===== config.mk =====
export PLATFORM = sky130hd
export DESIGN_NAME = square_animator_flat
export DESIGN_NICKNAME = d
export VERILOG_FILES = /design/src/rtl/square_animator_if.sv /design/src/rtl/square_animator.sv /design/src/flat_wrapper.sv
export SDC_FILE = /design/constraint.sdc
export NUM_CORES = 1
export LEC_CHECK = 0
export CAP_MARGIN = 20
export CORE_MARGIN = 1.5
export CORE_UTILIZATION = 45
export CTS_BUF_LIST = sky130_fd_sc_hd__clkbuf_8
export CTS_CLUSTER_SIZE = 25
export DETAILED_ROUTE_END_ITERATION = 8
export PLACE_DENSITY = 0.62
export SYNTH_ARGS = -nofsm -noshare
export SYNTH_HDL_FRONTEND = slang
export SYNTH_SLANG_ARGS = --single-unit

===== constraint.sdc =====
create_clock -name clk -period 2.6 [get_ports clk]
set_input_delay 0.26 -clock clk [delete_from_list [all_inputs] [get_ports clk]]
set_output_delay 0.26 -clock clk [all_outputs]
set_load 0.01 [all_outputs]

===== src/rtl/square_animator_if.sv =====
// Drawer-side handshake: start/origin/colour towards square_drawer, done pulse back.
interface square_animator_if;
    logic        draw_start;
    logic [10:0] x0;
    logic [10:0] y0;
    logic        colour;
    logic        draw_done;

    modport master (
        output draw_start,
        output x0,
        output y0,
        output colour,
        input  draw_done
    );

    modport slave (
        input  draw_start,
        input  x0,
        input  y0,
        input  colour,
        output draw_done
    );
endinterface


===== src/rtl/square_animator.sv =====
// Bouncing-square sequencer: once per frame tick it erases the square, steps it with
// edge reflection and redraws it through the square_drawer start/done handshake.
module square_animator #(
    parameter int SIZE        = 10,
    parameter int SCREEN_W    = 640,
    parameter int SCREEN_H    = 480,
    parameter int TICK_CYCLES = 1_000_000,
    parameter int X_INIT      = 0,
    parameter int Y_INIT      = 0
) (
    input  logic clk,
    input  logic reset,
    input  logic enable,
    output logic busy,
    square_animator_if.master bus
);

    localparam logic [10:0] XMAX = 11'(SCREEN_W - 1 - SIZE);
    localparam logic [10:0] YMAX = 11'(SCREEN_H - 1 - SIZE);
    localparam int          TW   = $clog2(TICK_CYCLES);
    localparam logic [TW-1:0] TICK_LAST = TW'(TICK_CYCLES - 1);

    localparam logic [2:0] INIT        = 3'd0;
    localparam logic [2:0] DRAW_ISSUE  = 3'd1;
    localparam logic [2:0] DRAW_WAIT   = 3'd2;
    localparam logic [2:0] GAP         = 3'd3;
    localparam logic [2:0] HOLD        = 3'd4;
    localparam logic [2:0] ERASE_ISSUE = 3'd5;
    localparam logic [2:0] ERASE_WAIT  = 3'd6;
    localparam logic [2:0] MOVE        = 3'd7;

    logic [2:0]    state_q,    state_d;
    logic          settle_q,   settle_d;
    logic [TW-1:0] tick_cnt_q, tick_cnt_d;
    logic          pending_q,  pending_d;
    logic          dx_q,       dx_d;
    logic          dy_q,       dy_d;
    logic [10:0]   x_q,        x_d;
    logic [10:0]   y_q,        y_d;
    logic          colour_q,   colour_d;
    logic          tick;
    logic          hold_go;

    // One reflecting step along an axis; returns {dir, pos}. A zero-length axis is frozen.
    function automatic logic [11:0] step_axis(input logic [10:0] pos, input logic dir,
                                              input logic [10:0] max);
        if (max == 11'd0)
            return {dir, pos};
        else if (dir && pos == max)
            return {1'b0, max - 11'd1};
        else if (!dir && pos == 11'd0)
            return {1'b1, 11'd1};
        else if (dir)
            return {1'b1, pos + 11'd1};
        else
            return {1'b0, pos - 11'd1};
    endfunction

    always_comb begin
        state_d    = state_q;
        settle_d   = settle_q;
        dx_d       = dx_q;
        dy_d       = dy_q;
        x_d        = x_q;
        y_d        = y_q;
        colour_d   = colour_q;

        tick       = (tick_cnt_q == TICK_LAST);
        tick_cnt_d = tick ? '0 : tick_cnt_q + 1'b1;
        hold_go    = (state_q == HOLD) && enable && (tick || pending_q);

        // A tick taken by HOLD is consumed; any other tick only arms the single-deep pending flag.
        if (hold_go)
            pending_d = 1'b0;
        else if (tick)
            pending_d = 1'b1;
        else
            pending_d = pending_q;

        case (state_q)
            INIT: begin
                if (settle_q) begin
                    settle_d = 1'b0;
                    colour_d = 1'b1;
                    state_d  = DRAW_ISSUE;
                end else begin
                    settle_d = 1'b1;
                end
            end
            DRAW_ISSUE:  state_d = DRAW_WAIT;
            ERASE_ISSUE: state_d = ERASE_WAIT;
            DRAW_WAIT, ERASE_WAIT: begin
                if (bus.draw_done) begin
                    settle_d = 1'b0;
                    state_d  = GAP;
                end
            end
            GAP: begin
                if (settle_q) begin
                    settle_d = 1'b0;
                    state_d  = colour_q ? HOLD : MOVE;
                end else begin
                    settle_d = 1'b1;
                end
            end
            HOLD: begin
                if (hold_go) begin
                    colour_d = 1'b0;
                    state_d  = ERASE_ISSUE;
                end
            end
            MOVE: begin
                {dx_d, x_d} = step_axis(x_q, dx_q, XMAX);
                {dy_d, y_d} = step_axis(y_q, dy_q, YMAX);
                colour_d    = 1'b1;
                state_d     = DRAW_ISSUE;
            end
            default: state_d = INIT;
        endcase
    end

    always_ff @(posedge clk) begin
        if (reset) begin
            state_q    <= INIT;
            settle_q   <= 1'b0;
            tick_cnt_q <= '0;
            pending_q  <= 1'b0;
            dx_q       <= 1'b1;
            dy_q       <= 1'b1;
            x_q        <= 11'(X_INIT);
            y_q        <= 11'(Y_INIT);
            colour_q   <= 1'b0;
        end else begin
            state_q    <= state_d;
            settle_q   <= settle_d;
            tick_cnt_q <= tick_cnt_d;
            pending_q  <= pending_d;
            dx_q       <= dx_d;
            dy_q       <= dy_d;
            x_q        <= x_d;
            y_q        <= y_d;
            colour_q   <= colour_d;
        end
    end

    assign bus.draw_start = (state_q == DRAW_ISSUE) || (state_q == ERASE_ISSUE);
    assign bus.x0         = x_q;
    assign bus.y0         = y_q;
    assign bus.colour     = colour_q;
    assign busy           = (state_q != HOLD);

endmodule


===== src/flat_wrapper.sv =====
// flat-port wrapper written by rule: the top's interface ports become plain ports
module square_animator_flat 
#(
    parameter int SIZE        = 10,
    parameter int SCREEN_W    = 640,
    parameter int SCREEN_H    = 480,
    parameter int TICK_CYCLES = 1_000_000,
    parameter int X_INIT      = 0,
    parameter int Y_INIT      = 0
)
  (clk, reset, enable, busy, bus_draw_start, bus_x0, bus_y0, bus_colour, bus_draw_done);
  square_animator_if bus_i ();
  input  logic clk;
  input  logic reset;
  input  logic enable;
  output logic busy;
  output wire logic [$bits(bus_i.draw_start)-1:0] bus_draw_start;
  output wire logic [$bits(bus_i.x0)-1:0] bus_x0;
  output wire logic [$bits(bus_i.y0)-1:0] bus_y0;
  output wire logic [$bits(bus_i.colour)-1:0] bus_colour;
  input wire logic [$bits(bus_i.draw_done)-1:0] bus_draw_done;
  assign bus_draw_start = bus_i.draw_start;
  assign bus_x0 = bus_i.x0;
  assign bus_y0 = bus_i.y0;
  assign bus_colour = bus_i.colour;
  assign bus_i.draw_done = bus_draw_done;
  square_animator #(.SIZE(SIZE), .SCREEN_W(SCREEN_W), .SCREEN_H(SCREEN_H), .TICK_CYCLES(TICK_CYCLES), .X_INIT(X_INIT), .Y_INIT(Y_INIT)) u_core (.clk(clk), .reset(reset), .enable(enable), .busy(busy), .bus(bus_i));
endmodule

==> impl_results.md, run 1 <==
* Layout cells sized above 1 at 0.0652
* Flop and latch count out of synthesis at 50
* Finished Layout Cells at 491
* Crit path launch type: register
* Fin util at 0.546
* Iteration-0 DRC Markers at 166
* IO Port Bufs at 28
* Pwr Total at 1.49 mW
* Boundary Pins at 29
* P&R area growth vs syn at 15.1%
* Die ar. at 0.00736 mm^2
* Hold Vio Cnt, Final at 0
* CTS tree: built
* Starting Density at 0.475
* DP Area at 0.00342 mm^2
* Synth top area share at 0.325
* Largest net degree at the start of global routing at 28
* Avg WL per Cell at 14.6 um
* List of most frequent post-synthesis cells: 50 x dfxtp_1, 49 x nor2_1, 31 x nand3_1, 28 x nand2_1, 25 x a21oi_1
* CTS clock-pin slew for the worst setup and hold paths at 100 ps
* Post-synth EDFFs at 0
* H-tree depth at 2
* Max Clock Skew at 8.01 ps
* Synth Warn # at 0
* Worst hold path startpoint: u_core.tick_cnt_q[0]
* Global Route Usage Sum at 0.202
* Fin Hold WS at 481 ps
* Hold Crit Class: reg2reg
* Setup WS post-layout at 180 ps
* Via density per instance at 5.73
* Arrival @ worst endpoint at 2610 ps
* Clk_lat worst skew at 310 ps
* Measured slew at the worst slew-check pin at 576 ps
* Crit end category: register
* Die Y at 85.8 um
* Post-layout instance area at 0.00355 mm^2
* CP required at 2790 ps
* Number of global-route vias before repair at 2662
* CTS Buf Count at 5
* Worst r2r path cells at 9
* Top-count cell post-synth: dfxtp_1
* Sink Count at 50
* GP Congestion at 0.910
* Area leader, netlist: dfxtp_1
* Slew HR at 0.616
* Row cnt at 29
* CTS max path bufs at 2
* Worst-path fanout max at 6
* Hold Path Sink: u_core.tick_cnt_q[0]
* First-pass GRT wire length at 12300 um
* TritonRoute pass-1 iters at 4
* Hold depth at 1
* DR DRC count at 0
* Mapped cell area at 0.00308 mm^2
* Seq/Total Area, Yosys at 0.325
* Final setup fails at 0
* Post-synth net total at 409
* Die width at 85.8 um
* Initial antenna violation count at 0
* Synth Instances at 384
* FF-to-FF Start: u_core.dx_q
* Final Slew Violations at 0
* CTS Root Cell: clkbuf_8
* Placed insts at 479
* Final min period at 2420 ps
* R2R setup slack at 180 ps
* Hold_buf cts at 0
* Worst reg2reg path endpoint: u_core.bus.x0[10]
* Setup slack at placement at 199 ps
* Status: complete, no violations
* Synth Flop Type: dfxtp_1
* VDD IR-drop max at 0.359 mV
* F_max at 413 MHz
* FFs w/ async S/R, synth at 0
* HPWL after DPL at 5070 um
* Number of antenna diodes at 0
* Post-Syn Area per Cell at 8.03 um^2
* Max_cap viols at 0
* Post-layout nets at 438
* Worst Path Class, Setup: reg2reg
* Dominant cells by area after synthesis: dfxtp_1 32%, ha_1 7.7%, nor2_1 6.0%, nand3_1 5.0%, a21oi_1 4.1%
* GRT overflow at 0
* Core Area at 0.00649 mm^2
* Library cells used by synthesis at 59
* Leak at 1.35 nW
* DR vias at 2814
* Final wirelength at 7150 um
* TNS Setup at 0 ps
* ANT nets after route at 0
* Period Utilization, post-route at 0.931
* Pwr dens at 420 mW/mm^2
## repair_timing
item                       CTS  global route
resized for setup            0             2
setup buffers                0             4
setup endpoints to repair    0             1
## worst max-delay path by stage
stage | start | to | depth (start not counted)
2_1_floorplan | u_core.dx_q | u_core.bus.x0[10] | 8
3_3_place_gp | u_core.dx_q | u_core.bus.x0[10] | 8
3_5_place_dp | u_core.dx_q | u_core.bus.x0[10] | 8
4_1_cts | u_core.dx_q | u_core.bus.x0[10] | 8
5_1_grt | u_core.dx_q | u_core.bus.x0[10] | 9
6_report | u_core.dx_q | u_core.bus.x0[10] | 9
## cell families (layout without fill, tap and decap cells)
kind of cell               after synthesis  in the layout  synth area share
buffers and inverters                   24             54            0.0377
DFF                                     50             50             0.325
xor gates and xnor gates                26             26            0.0738
adders and majority gates               21             21            0.0901
AOI/OAI and AO/OA                       89             89             0.188
and+or+nand+nor                        174            174             0.286
## registers in the layout (all words and copies together), names as in the netlist
signal,flops
u_core.bus.colour,1
u_core.bus.x0,11
u_core.bus.y0,11
u_core.dx_q,1
u_core.dy_q,1
u_core.pending_q,1
u_core.settle_q,1
u_core.state_q,3
u_core.tick_cnt_q,20
## per-layer routing
layer  routed length, um  GRT usage
met5                   0          0
met4                  38     0.0455
met3                 220     0.0289
met2                3300      0.334
met1                3590      0.282
## where the power goes
part | internal [mW] | switching [mW] | total [mW]
Sequential | 0.794 | 0.0452 | 0.840
Combinational | 0.0716 | 0.0767 | 0.148
Clock | 0.220 | 0.283 | 0.502
## worst max-delay path, cell delays in order (launching register included)
cell	delay [ps]
dfxtp_2	410
clkinvlp_4	170
clkbuf_2	190
ha_1	380
and3_1	210
nor2_1	50
a31o_2	250
o21a_1	180
o311ai_0	330
o41ai_1	130
## final cells by class
type                       count  area [um^2]
multi-input combinational    310         1970
inverter                       9         37.5
fill                         625         2950
sequential                    50         1000
tap                           77         96.3
clock inverter                 2         17.5
clock buffer                   6         82.6
timing repair buffer          37          345
## placed cells by master, fill, tap and decap left out, types with 4 or more instances in the layout
cell	count
nor2_1	49
xnor2_1	14
nand2b_1	6
nand4_1	5
clkbuf_8	6
and3_1	12
inv_1	8
xor2_1	12
o21ai_0	13
ha_1	19
a211oi_1	5
a21oi_1	25
dfxtp_1	49
buf_4	8
nand2_1	28
nand3_1	31
o21a_1	4
clkdlybuf4s50_1	28
a31oi_1	6
nor3_1	11
nor2b_1	5
nor4_1	6
Note: power is estimated with default switching activity, not from simulation.
==> run 2: changes to the inputs <==
--- a/config.mk
+++ b/config.mk
@@ -5,13 +5,13 @@
 export SDC_FILE = /design/constraint.sdc
 export NUM_CORES = 1
 export LEC_CHECK = 0
-export CAP_MARGIN = 20
 export CORE_MARGIN = 1.5
 export CORE_UTILIZATION = 45
 export CTS_BUF_LIST = sky130_fd_sc_hd__clkbuf_8
 export CTS_CLUSTER_SIZE = 25
 export DETAILED_ROUTE_END_ITERATION = 8
 export PLACE_DENSITY = 0.62
+export SKIP_LAST_GASP = 1
 export SYNTH_ARGS = -nofsm -noshare
 export SYNTH_HDL_FRONTEND = slang
 export SYNTH_SLANG_ARGS = --single-unit
==> results of run 2 <==
The final DEF is identical to that of run 1; final timing and power are the same.
==> run 3: changes to the inputs <==
--- a/config.mk
+++ b/config.mk
@@ -10,7 +10,7 @@
 export CTS_BUF_LIST = sky130_fd_sc_hd__clkbuf_8
 export CTS_CLUSTER_SIZE = 25
 export DETAILED_ROUTE_END_ITERATION = 8
-export PLACE_DENSITY = 0.62
+export PLACE_DENSITY = 0.65
 export SKIP_LAST_GASP = 1
 export SYNTH_ARGS = -nofsm -noshare
 export SYNTH_HDL_FRONTEND = slang
==> constraint.sdc (replaced) <==
create_clock -name clk -period 3 [get_ports clk]
set_input_delay 0.3 -clock clk [delete_from_list [all_inputs] [get_ports clk]]
set_output_delay 0.3 -clock clk [all_outputs]
set_load 0.01 [all_outputs]
==> run 3 against run 2 <==
Count of clock-buffer cells in the layout fell by 1; cell area fell by 0.85%; worst hold slack improved by 9.5 ps; critical endpoint unchanged.
==> impl_results.md, run 3 (same netlist as run 1, synthesis figures left out) <==
* TNS Setup at 0 ps
* Layout cells sized above 1 at 0.0465
* Leading cell types in the layout, fill and taps excluded: 50 x dfxtp_1, 49 x nor2_1, 31 x nand3_1, 28 x nand2_1, 28 x clkdlybuf4s50_1
* DR vias at 2772
* Global Route Usage Sum at 0.198
* Worst Path Class, Setup: reg2reg
* Hold Vio Cnt, Final at 0
* Finished Layout Cells at 486
* HPWL after DPL at 5180 um
* RSZ-0062 raised after global routing: false
* Clk_lat worst skew at 300 ps
* Boundary Pins at 29
* F_max at 406 MHz
* Die Y at 85.8 um
* Pwr Total at 1.33 mW
* GP Congestion at 0.884
* Critical path origin: u_core.dx_q
* Max Clock Skew at 11.3 ps
* Worst-path fanout max at 11
* Post-layout instance area at 0.00352 mm^2
* Initial antenna violation count at 0
* CTS max path bufs at 2
* Max_cap viols at 0
* CP required at 3180 ps
* FF-to-FF Start: u_core.dx_q
* IO Port Bufs at 28
* Post-layout nets at 433
* GRT overflow at 0
* Crit end category: register
* Fillcell total at 612
* Setup slack at placement at 619 ps
* Status: complete, no violations
* CTS Root Cell: clkbuf_8
* Final setup fails at 0
* VDD IR-drop max at 0.261 mV
* CTS clock-pin slew for the worst setup and hold paths at 100 ps
* Measured slew at the worst slew-check pin at 620 ps
* Max reg flops at 20
* Final Slew Violations at 0
* TritonRoute pass-1 iters at 4
* Leak at 1.34 nW
* ANT nets after route at 0
* Placed insts at 478
* R2R setup slack at 540 ps
* Die ar. at 0.00736 mm^2
* Iteration-0 DRC Markers at 122
* Largest net degree at the start of global routing at 20
* Hold Crit Class: reg2reg
* Hold_buf cts at 0
* Cts repair resizes at 0
* Avg WL per Cell at 14.6 um
* Final wirelength at 7080 um
* Sink Count at 50
* Number of global-route vias before repair at 2526
* CTS tree: built
* DR DRC count at 0
* Via density per instance at 5.70
* Worst hold path startpoint: u_core.tick_cnt_q[0]
* Storage cell area at 0.00100 mm^2
* Slew HR at 0.587
* Most common cell after layout, fill and taps aside: dfxtp_1
* Starting Density at 0.475
* Pwr dens at 377 mW/mm^2
* Most flops, register: u_core.tick_cnt_q
* Number of antenna diodes at 0
* Fin util at 0.542
* P&R area growth vs syn at 14.1%
* Post-CTS setup repair buffer count at 0
* Arrival @ worst endpoint at 2640 ps
* Final min period at 2460 ps
* Row cnt at 29
* H-tree depth at 2
* Multi-input logic area at 0.00197 mm^2
* Period Utilization, post-route at 0.821
* Setup WS post-layout at 537 ps
* CTS Buf Count at 5
* Crit path launch type: register
* First-pass GRT wire length at 11800 um
* Fin Hold WS at 490 ps
* Core Area at 0.00649 mm^2
* Die width at 85.8 um
* DP Area at 0.00341 mm^2
[run 3: cell types whose count changed in the layout (fill, tap and decap cells not counted)]
cell,before,now
inv_1,8,10
bufinv_16,0,1
clkinv_4,2,0
buf_4,8,4
dfxtp_1,49,50
dfxtp_2,1,0
clkbuf_8,6,5
clkbuf_2,1,0
[run 3: where the power goes]
part | internal (mW) | total, mW | switching [mW]
Combinational | 0.0620 | 0.127 | 0.0647
Sequential | 0.688 | 0.727 | 0.0387
Clock | 0.246 | 0.473 | 0.227
Total | 0.996 | 1.33 | 0.331
[run 3: area by class of cell]
class | instances | area share
tap | 77 | 0.0274
inverter | 9 | 0.00960
sequential | 50 | 0.284
clock buffer | 5 | 0.0196
timing repair buffer | 32 | 0.0882
multi-input combinational | 310 | 0.559
clock inverter | 3 | 0.0117
[run 3: routing by layer]
layer / vias to the layer above / wire [um] / global-route usage
li1: 1440 / - / -
met1: 1283 / 3550 / 0.274
met2: 47 / 3280 / 0.319
met3: 2 / 212 / 0.0356
met4: 0 / 36 / 0.0528
met5: - / 0 / 0
[run 3: final timing paths]
kind                          endpoint  cells past startpoint
setup reg to reg     u_core.bus.x0[10]                      8
setup / recovery     u_core.bus.x0[10]                      8
hold / removal    u_core.tick_cnt_q[0]                      1
hold reg to reg   u_core.tick_cnt_q[0]                      1
[run 3: worst max-delay path, stage by stage, from the launching register on]
cell and delay, ps:
dfxtp_1 420, inv_1 240, ha_1 410, a21oi_1 270, nand3_1 100, a311oi_1 350, nor3_1 110, o311ai_0 310
o41ai_1 130
